## config.mk

```make
export PLATFORM = sky130hd
export DESIGN_NAME = multicycle_ctrl
export DESIGN_NICKNAME = d
export VERILOG_FILES = /design/src/rtl/ctrl_pkg.sv /design/src/rtl/alu_decoder.sv /design/src/rtl/multicycle_ctrl.sv
export SDC_FILE = /design/constraint.sdc
export NUM_CORES = 1
export LEC_CHECK = 0
export ABC_AREA = 0
export CAP_MARGIN = 20
export CORE_ASPECT_RATIO = 0.6
export CORE_UTILIZATION = 30
export CTS_CLUSTER_DIAMETER = 120
export CTS_CLUSTER_SIZE = 28
export DETAILED_ROUTE_END_ITERATION = 7
export GPL_TIMING_DRIVEN = 1
export PLACE_DENSITY = 0.71
export SYNTH_ARGS = -nofsm -noshare
export SYNTH_HDL_FRONTEND = slang
export SYNTH_HIERARCHICAL = 1
export SYNTH_SLANG_ARGS = --single-unit
```

## constraint.sdc

```tcl
create_clock -name clk -period 1.7 [get_ports clk]
set_clock_uncertainty 0.05 [all_clocks]
set_input_delay 0.17 -clock clk [delete_from_list [all_inputs] [get_ports clk]]
set_output_delay 0.17 -clock clk [all_outputs]
set_load 0.005 [all_outputs]
```

## src/rtl/ctrl_pkg.sv

```systemverilog
// ctrl_pkg
// Shared types and constants for the multicycle RV32I control unit.
//   state_t      : control FSM states
//   OP_*         : opcodes recognised by the decode step
//   ALU_*        : 5-bit ALUControl codes; the ALU bench uses the same set
//   result_src_t : ResultSrc mux selects
//   alu_src_a_t  : ALUSrcA mux selects
//   alu_src_b_t  : ALUSrcB mux selects
//   imm_src_t    : immediate format selects
//   aluop_t      : operation class passed to alu_decoder
package ctrl_pkg;

    typedef enum logic [3:0] {
        S_FETCH,
        S_DECODE,
        S_MEMADR,
        S_MEMREAD,
        S_MEMWB,
        S_MEMWRITE,
        S_EXECR,
        S_EXECI,
        S_ALUWB,
        S_BRANCH,
        S_JAL,
        S_TRAP
    } state_t;

    localparam logic [6:0] OP_LOAD   = 7'b0000011;
    localparam logic [6:0] OP_STORE  = 7'b0100011;
    localparam logic [6:0] OP_RTYPE  = 7'b0110011;
    localparam logic [6:0] OP_ITYPE  = 7'b0010011;
    localparam logic [6:0] OP_BRANCH = 7'b1100011;
    localparam logic [6:0] OP_JAL    = 7'b1101111;

    // [1:0] class, [2] OR/AND, [3] subtract, [4] shift right
    localparam logic [4:0] ALU_ADD = 5'b00010;
    localparam logic [4:0] ALU_SUB = 5'b01010;
    localparam logic [4:0] ALU_SLT = 5'b01001;
    localparam logic [4:0] ALU_AND = 5'b00011;
    localparam logic [4:0] ALU_OR  = 5'b00111;
    localparam logic [4:0] ALU_SLL = 5'b00000;
    localparam logic [4:0] ALU_SRL = 5'b10000;

    typedef enum logic [1:0] {
        RES_ALUOUT    = 2'b00,
        RES_DATA      = 2'b01,
        RES_ALURESULT = 2'b10
    } result_src_t;

    typedef enum logic [1:0] {
        SRCA_PC    = 2'b00,
        SRCA_OLDPC = 2'b01,
        SRCA_RD1   = 2'b10
    } alu_src_a_t;

    typedef enum logic [1:0] {
        SRCB_RD2  = 2'b00,
        SRCB_IMM  = 2'b01,
        SRCB_FOUR = 2'b10
    } alu_src_b_t;

    typedef enum logic [1:0] {
        IMM_I = 2'b00,
        IMM_S = 2'b01,
        IMM_B = 2'b10,
        IMM_J = 2'b11
    } imm_src_t;

    typedef enum logic [1:0] {
        ALUOP_ADD   = 2'b00,
        ALUOP_SUB   = 2'b01,
        ALUOP_FUNCT = 2'b10
    } aluop_t;

endpackage

```

## src/rtl/alu_decoder.sv

```systemverilog
// alu_decoder
// Combinational translation from operation class and instruction function
// fields to the ALU control code.
//   aluop         in  2  fixed ADD, fixed SUB, or decode from funct fields
//   funct3        in  3  instruction funct3
//   funct7_5      in  1  instruction bit 30
//   is_r          in  1  register-register form (bit 30 selects SUB)
//   alu_control   out 5  ALUControl code
//   funct_illegal out 1  funct combination not supported
module alu_decoder
    import ctrl_pkg::*;
(
    input  aluop_t     aluop,
    input  logic [2:0] funct3,
    input  logic       funct7_5,
    input  logic       is_r,
    output logic [4:0] alu_control,
    output logic       funct_illegal
);

    // Bit 30 is only an opcode modifier for R-type (SUB) and for shifts
    // (arithmetic right shift, unsupported). For other I-type ops it is
    // just an immediate bit and must be ignored.
    always_comb begin
        alu_control   = ALU_ADD;
        funct_illegal = 1'b0;
        unique case (aluop)
            ALUOP_SUB: alu_control = ALU_SUB;
            ALUOP_FUNCT: begin
                unique case (funct3)
                    3'b000: alu_control = (is_r && funct7_5) ? ALU_SUB : ALU_ADD;
                    3'b010: begin
                        alu_control   = ALU_SLT;
                        funct_illegal = is_r && funct7_5;
                    end
                    3'b111: begin
                        alu_control   = ALU_AND;
                        funct_illegal = is_r && funct7_5;
                    end
                    3'b110: begin
                        alu_control   = ALU_OR;
                        funct_illegal = is_r && funct7_5;
                    end
                    3'b001: begin
                        alu_control   = ALU_SLL;
                        funct_illegal = funct7_5;
                    end
                    3'b101: begin
                        alu_control   = ALU_SRL;
                        funct_illegal = funct7_5;
                    end
                    default: funct_illegal = 1'b1;
                endcase
            end
            default: alu_control = ALU_ADD;
        endcase
    end

endmodule

```

## src/rtl/multicycle_ctrl.sv

```systemverilog
// multicycle_ctrl
// Control FSM for the multicycle RV32I datapath. Sequences fetch, decode,
// execute, memory and writeback, stalls on the memory req/ready handshake,
// resolves branches from the ALU flags and traps on unsupported encodings.
//   clk, reset_n         clock (rising edge), async active-low reset
//   Instr                instruction register contents
//   Zero, Negative       ALU flags used by branches
//   MemReady             memory completes the current access
//   TrapClr              leaves TRAP when RESET_TRAP_CLR = 0
//   MemReq, MemWrite     memory request and store strobe
//   AdrSrc               memory address select (PC / ALUOut)
//   IRWrite, PCWrite     instruction register / PC enables
//   RegWrite             register file write enable
//   ResultSrc            result mux select
//   ALUSrcA, ALUSrcB     ALU operand selects
//   ImmSrc               immediate format
//   ALUControl           ALU operation code
//   Illegal              high while trapped
module multicycle_ctrl
    import ctrl_pkg::*;
#(
    parameter bit RESET_TRAP_CLR = 1'b1
) (
    input  logic        clk,
    input  logic        reset_n,
    input  logic [31:0] Instr,
    input  logic        Zero,
    input  logic        Negative,
    input  logic        MemReady,
    input  logic        TrapClr,
    output logic        MemReq,
    output logic        MemWrite,
    output logic        AdrSrc,
    output logic        IRWrite,
    output logic        PCWrite,
    output logic        RegWrite,
    output logic [1:0]  ResultSrc,
    output logic [1:0]  ALUSrcA,
    output logic [1:0]  ALUSrcB,
    output logic [1:0]  ImmSrc,
    output logic [4:0]  ALUControl,
    output logic        Illegal
);

    state_t     state;
    state_t     next_state;
    aluop_t     aluop;
    logic       is_r;
    logic       funct_illegal;
    logic [4:0] alu_control;
    logic [6:0] opcode;
    logic [2:0] funct3;
    logic       unused_instr_bits;

    assign opcode            = Instr[6:0];
    assign funct3            = Instr[14:12];
    assign unused_instr_bits = ^{Instr[31], Instr[29:15], Instr[11:7]};

    always_ff @(posedge clk or negedge reset_n) begin
        if (!reset_n) begin
            state <= S_FETCH;
        end else begin
            state <= next_state;
        end
    end

    // The ALU class depends only on state, which keeps the decoder off the
    // combinational path that consumes its illegal flag.
    always_comb begin
        aluop = ALUOP_ADD;
        unique case (state)
            S_EXECR, S_EXECI: aluop = ALUOP_FUNCT;
            S_BRANCH:         aluop = ALUOP_SUB;
            default:          aluop = ALUOP_ADD;
        endcase
    end

    assign is_r = (state == S_EXECR);

    alu_decoder u_alu_decoder (
        .aluop         (aluop),
        .funct3        (funct3),
        .funct7_5      (Instr[30]),
        .is_r          (is_r),
        .alu_control   (alu_control),
        .funct_illegal (funct_illegal)
    );

    assign ALUControl = alu_control;

    always_comb begin
        next_state = state;
        MemReq     = 1'b0;
        MemWrite   = 1'b0;
        AdrSrc     = 1'b0;
        IRWrite    = 1'b0;
        PCWrite    = 1'b0;
        RegWrite   = 1'b0;
        ResultSrc  = RES_ALUOUT;
        ALUSrcA    = SRCA_PC;
        ALUSrcB    = SRCB_RD2;
        ImmSrc     = IMM_I;
        Illegal    = 1'b0;

        unique case (state)
            S_FETCH: begin
                MemReq    = 1'b1;
                ALUSrcB   = SRCB_FOUR;
                ResultSrc = RES_ALURESULT;
                if (MemReady) begin
                    IRWrite    = 1'b1;
                    PCWrite    = 1'b1;
                    next_state = S_DECODE;
                end
            end
            S_DECODE: begin
                // Branch/jump target is precomputed into ALUOut here; JAL needs
                // the J-format immediate for its target to be correct.
                ALUSrcA = SRCA_OLDPC;
                ALUSrcB = SRCB_IMM;
                ImmSrc  = (opcode == OP_JAL) ? IMM_J : IMM_B;
                unique case (opcode)
                    OP_LOAD, OP_STORE: next_state = S_MEMADR;
                    OP_RTYPE:          next_state = S_EXECR;
                    OP_ITYPE:          next_state = S_EXECI;
                    OP_BRANCH:         next_state = S_BRANCH;
                    OP_JAL:            next_state = S_JAL;
                    default:           next_state = S_TRAP;
                endcase
            end
            S_MEMADR: begin
                ALUSrcA = SRCA_RD1;
                ALUSrcB = SRCB_IMM;
                if (opcode == OP_LOAD) begin
                    ImmSrc     = IMM_I;
                    next_state = S_MEMREAD;
                end else begin
                    ImmSrc     = IMM_S;
                    next_state = S_MEMWRITE;
                end
            end
            S_MEMREAD: begin
                MemReq = 1'b1;
                AdrSrc = 1'b1;
                if (MemReady) next_state = S_MEMWB;
            end
            S_MEMWB: begin
                ResultSrc  = RES_DATA;
                RegWrite   = 1'b1;
                next_state = S_FETCH;
            end
            S_MEMWRITE: begin
                MemReq   = 1'b1;
                MemWrite = 1'b1;
                AdrSrc   = 1'b1;
                if (MemReady) next_state = S_FETCH;
            end
            S_EXECR: begin
                ALUSrcA    = SRCA_RD1;
                ALUSrcB    = SRCB_RD2;
                next_state = funct_illegal ? S_TRAP : S_ALUWB;
            end
            S_EXECI: begin
                ALUSrcA    = SRCA_RD1;
                ALUSrcB    = SRCB_IMM;
                ImmSrc     = IMM_I;
                next_state = funct_illegal ? S_TRAP : S_ALUWB;
            end
            S_ALUWB: begin
                ResultSrc  = RES_ALUOUT;
                RegWrite   = 1'b1;
                next_state = S_FETCH;
            end
            S_BRANCH: begin
                // blt uses the raw sign of rs1-rs2; overflow is deliberately ignored.
                ALUSrcA    = SRCA_RD1;
                ALUSrcB    = SRCB_RD2;
                ResultSrc  = RES_ALUOUT;
                next_state = S_FETCH;
                unique case (funct3)
                    3'b000:  PCWrite = Zero;
                    3'b001:  PCWrite = !Zero;
                    3'b100:  PCWrite = Negative;
                    default: next_state = S_TRAP;
                endcase
            end
            S_JAL: begin
                ALUSrcA    = SRCA_OLDPC;
                ALUSrcB    = SRCB_FOUR;
                ResultSrc  = RES_ALUOUT;
                PCWrite    = 1'b1;
                next_state = S_ALUWB;
            end
            S_TRAP: begin
                Illegal = 1'b1;
                if (!RESET_TRAP_CLR && TrapClr) next_state = S_FETCH;
            end
            default: next_state = S_FETCH;
        endcase

        // While reset is held the state already reads FETCH, but nothing may be
        // requested or written until reset is released.
        if (!reset_n) begin
            next_state = S_FETCH;
            MemReq     = 1'b0;
            MemWrite   = 1'b0;
            AdrSrc     = 1'b0;
            IRWrite    = 1'b0;
            PCWrite    = 1'b0;
            RegWrite   = 1'b0;
            ResultSrc  = RES_ALUOUT;
            ALUSrcA    = SRCA_PC;
            ALUSrcB    = SRCB_RD2;
            ImmSrc     = IMM_I;
            Illegal    = 1'b0;
        end
    end

endmodule

```

==> results.py, run 1 <==
metrics = {
    "detailed_routing": {
        "drc": 0,
        "via_per_inst": 5.42,
        "drtAntennaViolNets": 0,
        "drtIter0Drc": 108,
        "wire_per_inst_um": 17.5,
        "drt_pass1_iterations": 4,
        "num_vias": 1399,
        "routed_wl_um": 4520,
    },
    "critical_path": {
        "slowest_delay_ns": 0.45,
        "cp_slowest_cell": "dfrtp_2",
        "regToRegStartpoint": "state[3]",
        "cp_max_fo": 3,
        "crit_path_start_kind": "flop",
        "rrSetupSlack_ns": -0.29,
        "critPathCaptureType": "flop",
        "r2r-end": "state[1]",
        "crit_type": "reg2reg",
        "cp.arrival_ns": 2.03,
        "r2r_cells": 10,
        "critPathBufInv": 2,
        "cp_top_family": "compound AO/OA/AOI/OAI gates",
        "crit_required_ns": 1.74,
        "cp_cell_sequence": "nand2b_4, nor2_4, ha_4, inv_4, buf_4, a31oi_1, nand4b_1, o31ai_2, a221oi_1, o32ai_1",
        "startpoint": "state[3]",
    },
    "power": {
        "internal-power_mw": 0.789,
        "p_leak_nw": 0.881,
        "ir_worst_vdd_mv": 0.320,
        "p_switching_mw": 0.475,
        "p_seq_frac": 0.103,
        "p_per_area_nw_per_um2": 625,
        "p_sw_frac": 0.376,
        "p_total_mw": 1.26,
        "p_clk_frac": 0.170,
        "power_frac_comb": 0.727,
    },
    "synthesis": {
        "avgSynthCellArea_um2": 7.56,
        "synth_top_cell_by_area": "dfrtp_1",
        "synth-edff-count": 0,
        "synthesis.area_um2": 907,
        "syn_nets": 160,
        "yosysSeqAreaShare": 0.110,
        "synth_area_leaders": "dfrtp_1, nor2_1, nand2b_1, nor2b_1, o21a_1",
        "synth_top_flop_cell": "dfrtp_1",
        "ys_async_sr_fraction": 1.00,
        "synth_top_area_frac": 0.110,
        "postSynthCellCount": 120,
        "yosysWarnings": 6,
        "synth_cell_types": 53,
        "ys_ff_latch": 4,
    },
    "cells_and_area": {
        "multi_input_area_um2": 926,
        "layout-drive-gt1-share": 0.588,
        "reg_top3": "state (4)",
        "largest-register": "state",
        "n_fill_cell": 213,
        "largest_register_ffs": 4,
        "finalInstanceArea_um2": 2020,
        "area_growth_pct": 123,
        "seqCellArea_um2": 104,
        "fin_cells": 258,
        "fin_util": 0.705,
        "nets": 257,
        "antenna_cells": 0,
    },
    "timing": {
        "finalHoldViolations": 0,
        "setup_tns_ns": -1.82,
        "timing.final.crit_share": 1.17,
        "fin_ws_ns": -0.291,
        "slew_headroom": 0.777,
        "timing.final.crit_period_ns": 1.99,
        "finalSetupViolations": 14,
        "rsz0062_at_grt": "true",
        "slew_violations": 0,
        "fmax_mhz": 502,
        "tightest_slew_ns": 0.333,
        "holdWs_ns": 0.190,
    },
    "floorplan": {
        "initial_core_util": 0.316,
        "ioPinCount": 58,
        "fp-row-count": 15,
        "die_w_um": 73.0,
        "dieArea_um2": 3250,
        "die_y_um": 44.6,
        "coreArea_um2": 2870,
    },
    "placed_design": {
        "dp_hpwl_um": 2690,
        "io_buffers": 35,
        "place_area_um2": 1590,
        "gp_congestion": 0.925,
        "placed_cells": 232,
        "place_ws_ns": -0.437,
    },
    "min_path": {
        "hp-class": "in2async",
    },
    "run": {
        "maxCapViolCount": 0,
    },
    "clocking": {
        "cts-root-buf": "clkbuf_8",
        "h-tree-depth": 1,
        "clk_path_buf_depth": 2,
        "clk_pin_slew_ns": 0.04,
        "cts_tree": "done",
        "clkLatencyLatePin_ns": 0.22,
        "clock_sink_count": 4,
        "numCtsBuffers": 3,
    },
    "global_route": {
        "grt.overflow.total": 0,
        "grt_use_total": 0.248,
        "grt_pass1_vias": 1296,
        "grt_pass1_wl_um": 6070,
        "grt_max_degree": 18,
        "antenna_found_initial": 0,
    },
    "status": {
        "status": "finished with violations",
        "failed_checks": "setup timing",
    },
}
==> area by class of cell <==
type | count | share of cell area
Clock buffer | 4 | 0.0223
Inverter | 7 | 0.0155
Multi-Input combinational cell | 102 | 0.458
Sequential cell | 4 | 0.0513
Tap cell | 42 | 0.0260
Timing Repair Buffer | 99 | 0.427
==> timing repair <==
action,4_1_cts,5_1_grt
setup buffers,16,12
pin swaps,22,19
gates cloned,0,0
setup endpoints to repair,22,22
hold buffers,0,0
resized for setup,103,33
==> routing by layer <==
metal	GRT usage	up-vias	routed length (µm)
met5	0	-	0
met2	0.413	67	2220
met4	0.0549	0	87
met1	0.322	682	1840
met3	0.0683	14	376
li1	-	636	-
==> logic make-up after synthesis <==
logic type,Yosys count,share of synthesized area
buffers and inverters,14,0.0896
AO/OA/AOI/OAI,33,0.274
adder cells (fa/ha/maj),2,0.0276
flip-flops,4,0.110
multiplexers,2,0.0221
AND/OR/NAND/NOR,64,0.466
XOR/XNOR,1,0.00966
==> cell usage in the layout, fill, tap and decap left out, types with 2 or more instances in the layout <==
cell / instances
buf_4: 46
buf_6: 20
clkdlybuf4s50_1: 10
dlygate4sd2_1: 9
buf_2: 9
nor2_1: 8
nand2b_4: 6
nor2_4: 6
nand3_1: 5
o21a_1: 4
nor2b_1: 4
inv_1: 4
o21ai_0: 4
nor3_2: 3
and2_1: 3
a21oi_1: 3
nand2b_1: 3
clkbuf_8: 3
buf_12: 3
dfrtp_2: 3
nand2_2: 2
nand2_1: 2
and3b_1: 2
inv_4: 2
nor3_1: 2
mux2i_1: 2
nand3b_1: 2
o21ai_1: 2
o32ai_1: 2
o21bai_1: 2
clkbuf_2: 2
and3_4: 2
ha_4: 2
==> cells in the mapped netlist, drive strengths merged, types with 3 or more instances <==
cell type,n
inv,7
nand2,4
and2,3
dfrtp,4
nor2b,6
a21oi,4
nand2b,9
o32ai,3
buf,7
o21ai,6
o21a,4
and3,3
nand3,5
nor2,15
nor3,6
==> worst max-delay path by stage <==
stage	endpoint	slack (ns)	depth (start not counted)
6_report	state[1]	-0.29	10
5_1_grt	state[1]	-0.37	11
4_1_cts	ALUControl[2]	-0.22	7
3_5_place_dp	ALUControl[2]	-0.44	7
3_3_place_gp	ALUControl[2]	-0.38	7
2_1_floorplan	state[1]	-0.02	11
==> worst register-to-register path, delay by kind of cell (launching register included) <==
| kind | cells | cell delay, ns |
|---|---|---|
| adder cells (fa/ha/maj) | 1 | 0.18 |
| AND/OR/NAND/NOR | 3 | 0.44 |
| AO/OA/AOI/OAI | 4 | 0.58 |
| flip-flops | 1 | 0.45 |
| buffers and inverters | 2 | 0.16 |
==> power by group through the flow <==
stage,clock network (mW),registers [mW],logic (mW)
final,0.215,0.130,0.919
after floorplan,0,0.126,0.311
after global placement,0,0.126,0.618
after detailed placement,0,0.127,0.632
after global routing,0.226,0.131,0.970
after CTS,0.214,0.127,0.787
No activity file was read; power rests on OpenSTA's default activity.
==> run 2: changes to the inputs <==
ABC_AREA = 1   (was 0)
PLACE_DENSITY = 0.75   (was 0.71)
==> run 2 against run 1 <==
  * The run still ends with setup timing left
  * Hold slack gained 0.23 ns
  * Die area shrank 13%
  * Final cell count grew 7.0%
  * Synthesized cell count grew 28%
  * Global-route usage grew 3.2 points
  * Synthesized area shrank 13%
  * Sequential share of layout area grew 0.39 points
  * First-iteration DRC count grew 21%
==> results.py, run 2 <==
metrics = {
    "status": {
        "status": "finished with violations",
        "failed_checks": "setup timing",
    },
    "global_route": {
        "antenna_found_initial": 0,
        "grt_use_total": 0.280,
        "grt_max_degree": 12,
        "grt_pass1_vias": 1256,
        "grt.overflow.total": 0,
        "grt_pass1_wl_um": 5840,
    },
    "detailed_routing": {
        "drc": 0,
        "num_vias": 1457,
        "via_per_inst": 5.28,
        "drtAntennaViolNets": 0,
        "drt_pass1_iterations": 7,
        "wire_per_inst_um": 15.4,
        "drtIter0Drc": 131,
        "routed_wl_um": 4260,
    },
    "synthesis": {
        "synth_top_cell_by_area": "nand2_1",
        "yosysMostFrequentCell": "nand2_1",
        "yosysWarnings": 6,
        "postSynthCellCount": 154,
        "synth_top_flop_cell": "dfrtp_1",
        "yosysSeqAreaShare": 0.127,
        "synth_area_leaders": "nand2_1, inv_1, dfrtp_1, nor2_1, nand3_1",
        "synth_cell_types": 23,
        "synth_top_area_frac": 0.238,
        "syn_nets": 194,
        "ys_async_sr_fraction": 1.00,
        "ys_ff_latch": 4,
        "avgSynthCellArea_um2": 5.11,
        "synth-edff-count": 0,
        "synthesis.area_um2": 787,
        "synth_common_cells": "nand2_1, inv_1, nor2_1",
    },
    "power": {
        "p_sw_frac": 0.454,
        "internal-power_mw": 1.06,
        "p_switching_mw": 0.883,
        "p_clk_frac": 0.110,
        "p_total_mw": 1.94,
        "p_per_area_nw_per_um2": 1060,
        "p_seq_frac": 0.081,
        "power_frac_comb": 0.809,
        "ir_worst_vdd_mv": 0.480,
        "p_leak_nw": 1.04,
    },
    "floorplan": {
        "coreArea_um2": 2310,
        "initial_core_util": 0.341,
        "die_w_um": 68.1,
        "fp-row-count": 13,
        "ioPinCount": 58,
        "die_y_um": 41.7,
        "dieArea_um2": 2840,
    },
    "clocking": {
        "cts_tree": "done",
        "clock_sink_count": 4,
        "h-tree-depth": 1,
        "clkLatencyLatePin_ns": 0.23,
        "clk_path_buf_depth": 2,
        "clk_pin_slew_ns": 0.04,
        "cts_hold_buffers": 0,
        "numCtsBuffers": 3,
        "cts-root-buf": "clkbuf_8",
    },
    "timing": {
        "finalSetupViolations": 19,
        "slew_headroom": 0.793,
        "slew_violations": 0,
        "finalHoldViolations": 0,
        "timing.final.crit_period_ns": 1.91,
        "timing.final.crit_share": 1.12,
        "setup_tns_ns": -1.84,
        "tightest_slew_ns": 0.310,
        "fin_ws_ns": -0.209,
        "fmax_mhz": 524,
        "rsz0062_at_grt": "true",
    },
    "cells_and_area": {
        "n_fill_cell": 157,
        "finalInstanceArea_um2": 1830,
        "area_growth_pct": 133,
        "layout-drive-gt1-share": 0.549,
        "largest-register": "state",
        "fin_util": 0.794,
        "antenna_cells": 0,
        "layout_commonest_cell": "buf_4",
        "nets": 288,
        "reg_top3": "state (4)",
        "largest_register_ffs": 4,
        "final_cell_mix": "buf_4, nand2_1, inv_1",
    },
    "placed_design": {
        "gp_congestion": 0.885,
        "io_buffers": 35,
        "place_ws_ns": -0.421,
        "dp_hpwl_um": 2480,
        "place_area_um2": 1450,
    },
    "critical_path": {
        "cp_max_fo": 4,
        "critPathCaptureType": "output pin",
        "crit_required_ns": 1.48,
        "crit_path_start_kind": "flop",
        "crit_type": "reg2out",
        "cp.arrival_ns": 1.69,
    },
    "min_path": {
        "hp-class": "in2async",
    },
    "run": {
        "maxCapViolCount": 0,
    },
}
==> run 2: power by group through the flow <==
stage / clock network [mW] / logic [mW] / registers (mW)
floorplan: 0 / 0.442 / 0.159
global placement: 0 / 1.04 / 0.143
detailed placement: 0 / 1.07 / 0.145
CTS: 0.211 / 1.30 / 0.145
global route: 0.227 / 1.66 / 0.159
finish: 0.213 / 1.57 / 0.158
==> run 2: area by class of cell <==
cell class / count / area [µm²] / share of cell area
inverters: 30 / 118 / 0.0641
repair buffers: 90 / 728 / 0.397
well taps: 30 / 37.5 / 0.0205
multi-input cells: 119 / 808 / 0.441
clock buffers: 3 / 41.3 / 0.0225
flip-flops and latches: 4 / 101 / 0.0553
==> run 2: layer usage <==
| metal | share of wire | vias to the layer above | track usage |
|---|---|---|---|
| met5 | 0 | - | 0 |
| met4 | 0.026 | 0 | 0.0792 |
| met3 | 0.11 | 16 | 0.0879 |
| met2 | 0.46 | 111 | 0.424 |
| met1 | 0.41 | 657 | 0.376 |
| li1 | - | 673 | - |
==> run 2: critical path, stage by stage, from the launching register on <==
cell	delay (ns)
dfrtp_1	0.41
inv_2	0.10
nand2_4	0.06
nor2_4	0.12
inv_2	0.06
ha_4	0.25
inv_4	0.07
nand2_4	0.07
nor3_2	0.15
buf_2	0.16
==> run 2: what timing repair did <==
action | in CTS | in global routing
setup buffers | 12 | 7
pin swaps | 13 | 16
gates resized for setup | 102 | 46
endpoints found under the setup margin | 23 | 22
==> run 2: per-stage QoR <==
stage                     std cells  hold slack (ns)
after floorplan                 154           -0.176
after global routing            276            0.440
final                           276            0.416
after CTS                       269            0.379
after detailed placement        255            0.562
after global placement          255            0.562
==> run 2: worst paths after layout <==
path / startpoint / to / slack, ns / cells past startpoint
min reg2reg: state[0] / state[0] / 0.66 / 3
max: state[2] / ALUControl[4] / -0.21 / 9
max reg2reg: state[2] / state[1] / -0.09 / 16
min: reset_n / state[2] / 0.42 / 3
max in group asynchronous: reset_n / state[0] / 1.06 / 3
min in group clk: state[0] / state[0] / 0.66 / 3
==> run 2: cell families (layout without fill, tap and decap cells) <==
logic type,Yosys count,in the layout,synth area share
and+or+nand+nor,99,99,0.556
adders and majority gates,2,2,0.0318
DFF,4,4,0.127
AOI/OAI and AO/OA,18,18,0.132
buffers and inverters,31,123,0.153
